**src/rtl/stack_op_sequencer.sv**
```systemverilog
// Stack operation sequencer: turns single PUSH/POP/CALL/RET/LOAD_SP requests into
// ordered stack-pointer pulses and stack-memory cycles, and tracks stack occupancy.
module stack_op_sequencer #(
  parameter int STACK_DEPTH = 256,
  parameter int DEPTH_W     = 9
) (
  input  logic               CLK,
  input  logic               RST_N,
  input  logic               op_valid,
  output logic               op_ready,
  input  logic [2:0]         op_code,
  input  logic [15:0]        op_data,
  output logic               I_SP,
  output logic               D_SP,
  output logic [7:0]         SP_input_Bus,
  output logic               mem_we,
  output logic               mem_re,
  output logic [7:0]         mem_wdata,
  input  logic [7:0]         mem_rdata,
  output logic [15:0]        result_data,
  output logic               result_valid,
  output logic               err_overflow,
  output logic               err_underflow,
  output logic [DEPTH_W-1:0] depth
);

  // state   | meaning
  // INIT    | load pointer with 0 (I_SP=D_SP=1), one cycle after reset
  // IDLE    | waiting for an operation, op_ready=1
  // PUSH    | write byte at pointer, increment
  // POP     | decrement, read byte at new top
  // POP_CAP | register popped byte into result_data
  // CALL_LO | write return address low byte, increment
  // CALL_HI | write return address high byte, increment
  // RET_HI  | decrement, read high byte
  // RET_LO  | decrement, read low byte, capture high byte
  // RET_CAP | register {high, low} into result_data
  // LOAD    | load pointer from op_data[7:0]
  localparam logic [3:0] ST_INIT    = 4'd0;
  localparam logic [3:0] ST_IDLE    = 4'd1;
  localparam logic [3:0] ST_PUSH    = 4'd2;
  localparam logic [3:0] ST_POP     = 4'd3;
  localparam logic [3:0] ST_POP_CAP = 4'd4;
  localparam logic [3:0] ST_CALL_LO = 4'd5;
  localparam logic [3:0] ST_CALL_HI = 4'd6;
  localparam logic [3:0] ST_RET_HI  = 4'd7;
  localparam logic [3:0] ST_RET_LO  = 4'd8;
  localparam logic [3:0] ST_RET_CAP = 4'd9;
  localparam logic [3:0] ST_LOAD    = 4'd10;

  localparam logic [2:0] OP_PUSH = 3'd1;
  localparam logic [2:0] OP_POP  = 3'd2;
  localparam logic [2:0] OP_CALL = 3'd3;
  localparam logic [2:0] OP_RET  = 3'd4;
  localparam logic [2:0] OP_LOAD = 3'd5;

  localparam logic [DEPTH_W-1:0] FULL_D   = DEPTH_W'(STACK_DEPTH);
  localparam logic [DEPTH_W-1:0] CALL_LIM = DEPTH_W'(STACK_DEPTH - 2);
  localparam logic [DEPTH_W-1:0] ONE_D    = DEPTH_W'(1);
  localparam logic [DEPTH_W-1:0] TWO_D    = DEPTH_W'(2);

  logic [3:0]  state, state_nxt;
  logic [15:0] data_q;
  logic [7:0]  hi_q;
  logic        accept;
  logic        full, call_full, push_rej, call_rej, pop_rej, ret_rej;
  logic        i_sp_dec, d_sp_dec;

  assign accept    = op_valid && (state == ST_IDLE);
  assign full      = (depth >= FULL_D);
  assign call_full = (depth > CALL_LIM);
  assign push_rej  = (op_code == OP_PUSH) && full;
  assign call_rej  = (op_code == OP_CALL) && call_full;
  assign pop_rej   = (op_code == OP_POP) && (depth == '0);
  assign ret_rej   = (op_code == OP_RET) && (depth < TWO_D);

  always_comb begin
    state_nxt = state;
    case (state)
      ST_INIT:    state_nxt = ST_IDLE;
      ST_IDLE: begin
        if (op_valid) begin
          case (op_code)
            OP_PUSH: if (!full)       state_nxt = ST_PUSH;
            OP_POP:  if (depth != '0) state_nxt = ST_POP;
            OP_CALL: if (!call_full)  state_nxt = ST_CALL_LO;
            OP_RET:  if (!ret_rej)    state_nxt = ST_RET_HI;
            OP_LOAD:                  state_nxt = ST_LOAD;
            default:                  state_nxt = ST_IDLE;
          endcase
        end
      end
      ST_PUSH:    state_nxt = ST_IDLE;
      ST_POP:     state_nxt = ST_POP_CAP;
      ST_POP_CAP: state_nxt = ST_IDLE;
      ST_CALL_LO: state_nxt = ST_CALL_HI;
      ST_CALL_HI: state_nxt = ST_IDLE;
      ST_RET_HI:  state_nxt = ST_RET_LO;
      ST_RET_LO:  state_nxt = ST_RET_CAP;
      ST_RET_CAP: state_nxt = ST_IDLE;
      ST_LOAD:    state_nxt = ST_IDLE;
      default:    state_nxt = ST_INIT;
    endcase
  end

  always_ff @(posedge CLK or negedge RST_N) begin
    if (!RST_N) begin
      state         <= ST_INIT;
      data_q        <= '0;
      hi_q          <= '0;
      result_data   <= '0;
      result_valid  <= 1'b0;
      err_overflow  <= 1'b0;
      err_underflow <= 1'b0;
    end else begin
      state         <= state_nxt;
      result_valid  <= 1'b0;
      err_overflow  <= accept && (push_rej || call_rej);
      err_underflow <= accept && (pop_rej || ret_rej);
      if (accept)
        data_q <= op_data;
      if (state == ST_RET_LO)
        hi_q <= mem_rdata;
      if (state == ST_POP_CAP) begin
        result_data  <= {8'h00, mem_rdata};
        result_valid <= 1'b1;
      end
      if (state == ST_RET_CAP) begin
        result_data  <= {hi_q, mem_rdata};
        result_valid <= 1'b1;
      end
    end
  end

  always_ff @(posedge CLK or negedge RST_N) begin
    if (!RST_N) begin
      depth <= '0;
    end else begin
      case (state)
        ST_PUSH, ST_CALL_LO, ST_CALL_HI: depth <= depth + ONE_D;
        ST_POP, ST_RET_HI, ST_RET_LO:    depth <= depth - ONE_D;
        ST_LOAD:                         depth <= DEPTH_W'(data_q[7:0]);
        default:                         depth <= depth;
      endcase
    end
  end

  // Pointer controls are pure state decodes; INIT would otherwise show a load
  // while reset is held, so they are also forced low by RST_N.
  always_comb begin
    i_sp_dec = 1'b0;
    d_sp_dec = 1'b0;
    case (state)
      ST_INIT, ST_LOAD: begin
        i_sp_dec = 1'b1;
        d_sp_dec = 1'b1;
      end
      ST_PUSH, ST_CALL_LO, ST_CALL_HI: i_sp_dec = 1'b1;
      ST_POP, ST_RET_HI, ST_RET_LO:    d_sp_dec = 1'b1;
      default: ;
    endcase
  end

  assign I_SP = i_sp_dec & RST_N;
  assign D_SP = d_sp_dec & RST_N;

  assign op_ready     = (state == ST_IDLE);
  assign SP_input_Bus = (state == ST_LOAD) ? data_q[7:0] : 8'h00;
  assign mem_we       = (state == ST_PUSH) || (state == ST_CALL_LO) || (state == ST_CALL_HI);
  assign mem_re       = (state == ST_POP) || (state == ST_RET_HI) || (state == ST_RET_LO);

  always_comb begin
    mem_wdata = 8'h00;
    case (state)
      ST_PUSH, ST_CALL_LO: mem_wdata = data_q[7:0];
      ST_CALL_HI:          mem_wdata = data_q[15:8];
      default:             mem_wdata = 8'h00;
    endcase
  end

endmodule
```
**config.mk**
```make
export PLATFORM = sky130hd
export DESIGN_NAME = stack_op_sequencer
export DESIGN_NICKNAME = d
export VERILOG_FILES = /design/src/rtl/stack_op_sequencer.sv
export SDC_FILE = /design/constraint.sdc
export NUM_CORES = 1
export LEC_CHECK = 0
export CORE_MARGIN = 4
export CORE_UTILIZATION = 40
export CTS_BUF_LIST = sky130_fd_sc_hd__clkbuf_2
export DETAILED_ROUTE_END_ITERATION = 10
export HOLD_SLACK_MARGIN = 0.12
export PLACE_DENSITY = 0.68
export SLEW_MARGIN = 20
export SYNTH_ARGS = -nofsm -noshare
export SYNTH_HDL_FRONTEND = slang
export SYNTH_SLANG_ARGS = --single-unit
export TNS_END_PERCENT = 10
```
**constraint.sdc**
```tcl
create_clock -name CLK -period 3.1 [get_ports CLK]
set_clock_uncertainty 0.1 [all_clocks]
set_input_delay 0.62 -clock CLK [delete_from_list [all_inputs] [get_ports CLK]]
set_output_delay 0.62 -clock CLK [all_outputs]
set_load 0.005 [all_outputs]
```
==> metrics.log <==
[metrics] status: completed
[metrics] synthesized area per cell: 9.79 um2
[metrics] met1 Usage GRT: 0.247
[metrics] crit path capture type: output pin
[metrics] setup repair after global routing missed its margin: yes
[metrics] Yosys warning count: 0
[metrics] number of antenna violations at the first check in global routing: 0
[metrics] areal power density over the cells: 937 nW/um2
[metrics] highest ir drop seen on vdd: 362 uV
[metrics] PortBufs: 78
[metrics] fraction of power spent switching nets: 0.397
[metrics] number of cells after detailed placement: 484
[metrics] routed via count: 2604
[metrics] post-detailed-route wirelength per cell: roughly 16 um
[metrics] number of buffers created by CTS: 5
[metrics] row cnt: 31
[metrics] Synth cell types: 49
[metrics] share of the cycle needed by the critical path after routing: 0.984
[metrics] worst hold path type: in2async
[metrics] busiest layer in global routing: met2
[metrics] Seq pwr share: 0.347
[metrics] Slew @ Worst Pin: 0.744 ns
[metrics] CTS Root Buffer Type: sky130_fd_sc_hd__clkbuf_2
[metrics] logic gate share of total power: 0.554
[metrics] critical path class: reg2out
[metrics] Final Non-Filler Cells: around 500
[metrics] overall fraction of global-route tracks in use: 0.178
[metrics] TritonCTS clock tree: yes
[metrics] global-route met3 utilization: 0.0276
[metrics] Mapped Area: 3040 um2
[metrics] DIE HEIGHT: 95.2 um
[metrics] minimum clock period after layout: 3.05 ns
[metrics] maximum number of pins on one net before global-route repair: 33
[metrics] critical path required time: roughly 2.4 ns
[metrics] standby leakage power: 1.93 nW
[metrics] core footprint: 7330 um2
[metrics] FFs w/ async S/R, synth: 1.00
[metrics] peak fanout along the critical path: 20
[metrics] number of DRC markers in iteration 0: 122
[metrics] internal cell power: 2.32 mW
[metrics] total net switching power: 1.53 mW
[metrics] count of unresolved DRC violations after routing: 0
[metrics] number of detailed-routing iterations run before antenna repair: 4
[metrics] fraction of layout cells with a size suffix above 1: 0.141
[metrics] number of standard cells after synthesis: 311
[metrics] portion of the post-synthesis area used by sequential elements: 0.460
[metrics] post-CTS clock slew at the launch and capture registers of the worst setup and hold paths: 0.30 ns
[metrics] global-route wire length before repair: 12600 um
[metrics] met2 track demand over resource: 0.284
[metrics] count of flip-flops with a built-in enable after synthesis: 0
[metrics] Clk network pwr share: 0.099
[metrics] clock sinks: 56
[metrics] tightest slew margin relative to the limit: 0.503
[metrics] residual antenna-violating net count after detailed routing: 0
[metrics] final setup violating endpoints: 0
[metrics] worst endpoint data arrival time: 2.33 ns
[metrics] number of nets in the final layout: 435
[metrics] wirelength, routed: 7910 um
[metrics] detail-routed via count per cell: 5.26
[metrics] insertion delay of the later-clocked pin in the worst-skew pair: 0.45 ns
[metrics] DPL Wire Length: 5830 um
[metrics] die span in x: 95.2 um
[metrics] final hold violations: 0
[metrics] starting utilization of the core area: 0.415
[metrics] area enclosed by the die boundary: 9070 um2
[metrics] vias in the first global route: 2550
[metrics] # IOs: 79
[metrics] post-synthesis register bit count: 56
[metrics] Finished Core Util: 0.561
[metrics] synth-to-layout area growth: 35.0%
[metrics] timing-limited maximum frequency: 328 MHz
[metrics] Top FF cell, synth: sky130_fd_sc_hd__dfrtp_1
[metrics] routability congestion estimate from global placement: 0.896
[metrics] syn_nets: 351
[metrics] max-cap viol count: 0
[metrics] final number of max-transition violations: 0
[metrics] Startpoint Class: flop
[metrics] total congestion overflow: 0
[metrics] H-tree depth: 2
[metrics] buffer levels on the longest clock path: 2
[metrics] antenna fix cells: 0
## registers in the layout (all words and copies together), names as in the netlist
| signal | count |
|---|---|
| hi_q | 8 |
| err_overflow | 1 |
| result_valid | 1 |
| data_q | 16 |
| state | 4 |
| result_data | 16 |
| err_underflow | 1 |
| depth | 9 |
## power by group through the flow
| stage | logic, mW | clock network (mW) | registers [mW] |
|---|---|---|---|
| finish | 2.14 | 0.381 | 1.33 |
| global route | 2.38 | 0.431 | 1.38 |
| global placement | 2.06 | 0 | 1.34 |
| floorplan | 1.32 | 0 | 1.28 |
| detailed placement | 2.09 | 0 | 1.35 |
| CTS | 2.13 | 0.400 | 1.33 |
## logic make-up (layout without fill, tap and decap cells)
kind of cell             count (synthesis)  count (layout)  share of synthesized area
multiplexers                            33              33                      0.118
flip-flops                              56              56                      0.460
buffers and inverters                   19             104                     0.0247
AND/OR/NAND/NOR                        123             123                      0.199
adder cells (fa/ha/maj)                 11              11                     0.0469
AO/OA/AOI/OAI                           65              65                      0.139
XOR/XNOR                                 4               4                     0.0115
## cell usage in the layout (no fill, tap or decap), drive strengths merged, types with 9 or more instances in the layout
master	instances
clkdlybuf4s50	69
dfrtp	56
nor2	41
nand2	34
mux2	24
a21oi	20
buf	13
o21ai	12
and2	10
mux2i	9
a22o	9
ha	9
## metrics by stage
stage / hold slack, ns / TNS (ns) / instance area, um2 / setup slack (ns) / power, mW
after CTS: 0.364 / 0 / 4060 / 0.00825 / 3.86
after floorplan: 0.224 / 0 / 3040 / 0.230 / 2.60
after global routing: 0.315 / -0.0825 / 4110 / -0.0540 / 4.19
after detailed placement: 0.366 / 0 / 3960 / 0.238 / 3.44
final: 0.385 / 0 / 4110 / 0.0488 / 3.85
after global placement: 0.360 / 0 / 3960 / 0.308 / 3.40
## path summary, 6_finish.rpt
check	startpoint	to	slack [ns]	cells past startpoint
min in group CLK	hi_q[5]	result_data[13]	0.40	1
max in group asynchronous	RST_N	hi_q[7]	1.86	3
hold reg to reg	hi_q[5]	result_data[13]	0.40	1
setup / recovery	state[3]	SP_input_Bus[1]	0.05	6
setup reg to reg	state[0]	depth[8]	0.28	9
hold / removal	RST_N	hi_q[6]	0.39	2
## area by class of cell
class	instances	area [um2]
clock inverter	3	46.3
tap	99	124
inverter	5	18.8
sequential	56	1400
clock buffer	5	25.0
timing repair buffer	91	907
fill	631	3220
multi-input combinational	236	1590
## critical path: stages, from the launching register on
cell and delay, ns:
sky130_fd_sc_hd__dfrtp_1 0.48, sky130_fd_sc_hd__buf_4 0.28, sky130_fd_sc_hd__nand2b_4 0.09, sky130_fd_sc_hd__nor2_1 0.13, sky130_fd_sc_hd__buf_6 0.16, sky130_fd_sc_hd__and2_1 0.21
sky130_fd_sc_hd__clkdlybuf4s50_1 0.53
## Yosys cell counts (all sizes together) (6+ instances only)
| library cell | instances | area (um2) |
|---|---|---|
| dfrtp | 56 | 1400 |
| mux2 | 24 | 270 |
| nand2b | 7 | 43.8 |
| ha | 9 | 113 |
| nor3 | 8 | 45.0 |
| buf | 6 | 26.3 |
| clkbuf | 8 | 30.0 |
| nor2 | 41 | 154 |
| a22o | 9 | 78.8 |
| mux2i | 9 | 90.1 |
| and2 | 10 | 62.6 |
| a21oi | 20 | 100 |
| nand2 | 34 | 128 |
| nor2b | 6 | 37.5 |
| o21ai | 12 | 60.1 |
## what timing repair did
action | CTS | global route
hold buffers | 1 | 0
gates cloned | 0 | 0
pin swaps | 0 | 0
endpoints found under the hold margin | 16 | 0
setup endpoints to repair | 16 | 19
gates resized for setup | 3 | 15
buffers inserted | 1 | 1
## metal layers
metal,vias to the layer above,share of wire
met5,-,0
met4,0,0.021
met3,12,0.046
met2,65,0.48
met1,1253,0.45
li1,1274,-
No activity file was read; power rests on OpenSTA's default activity.
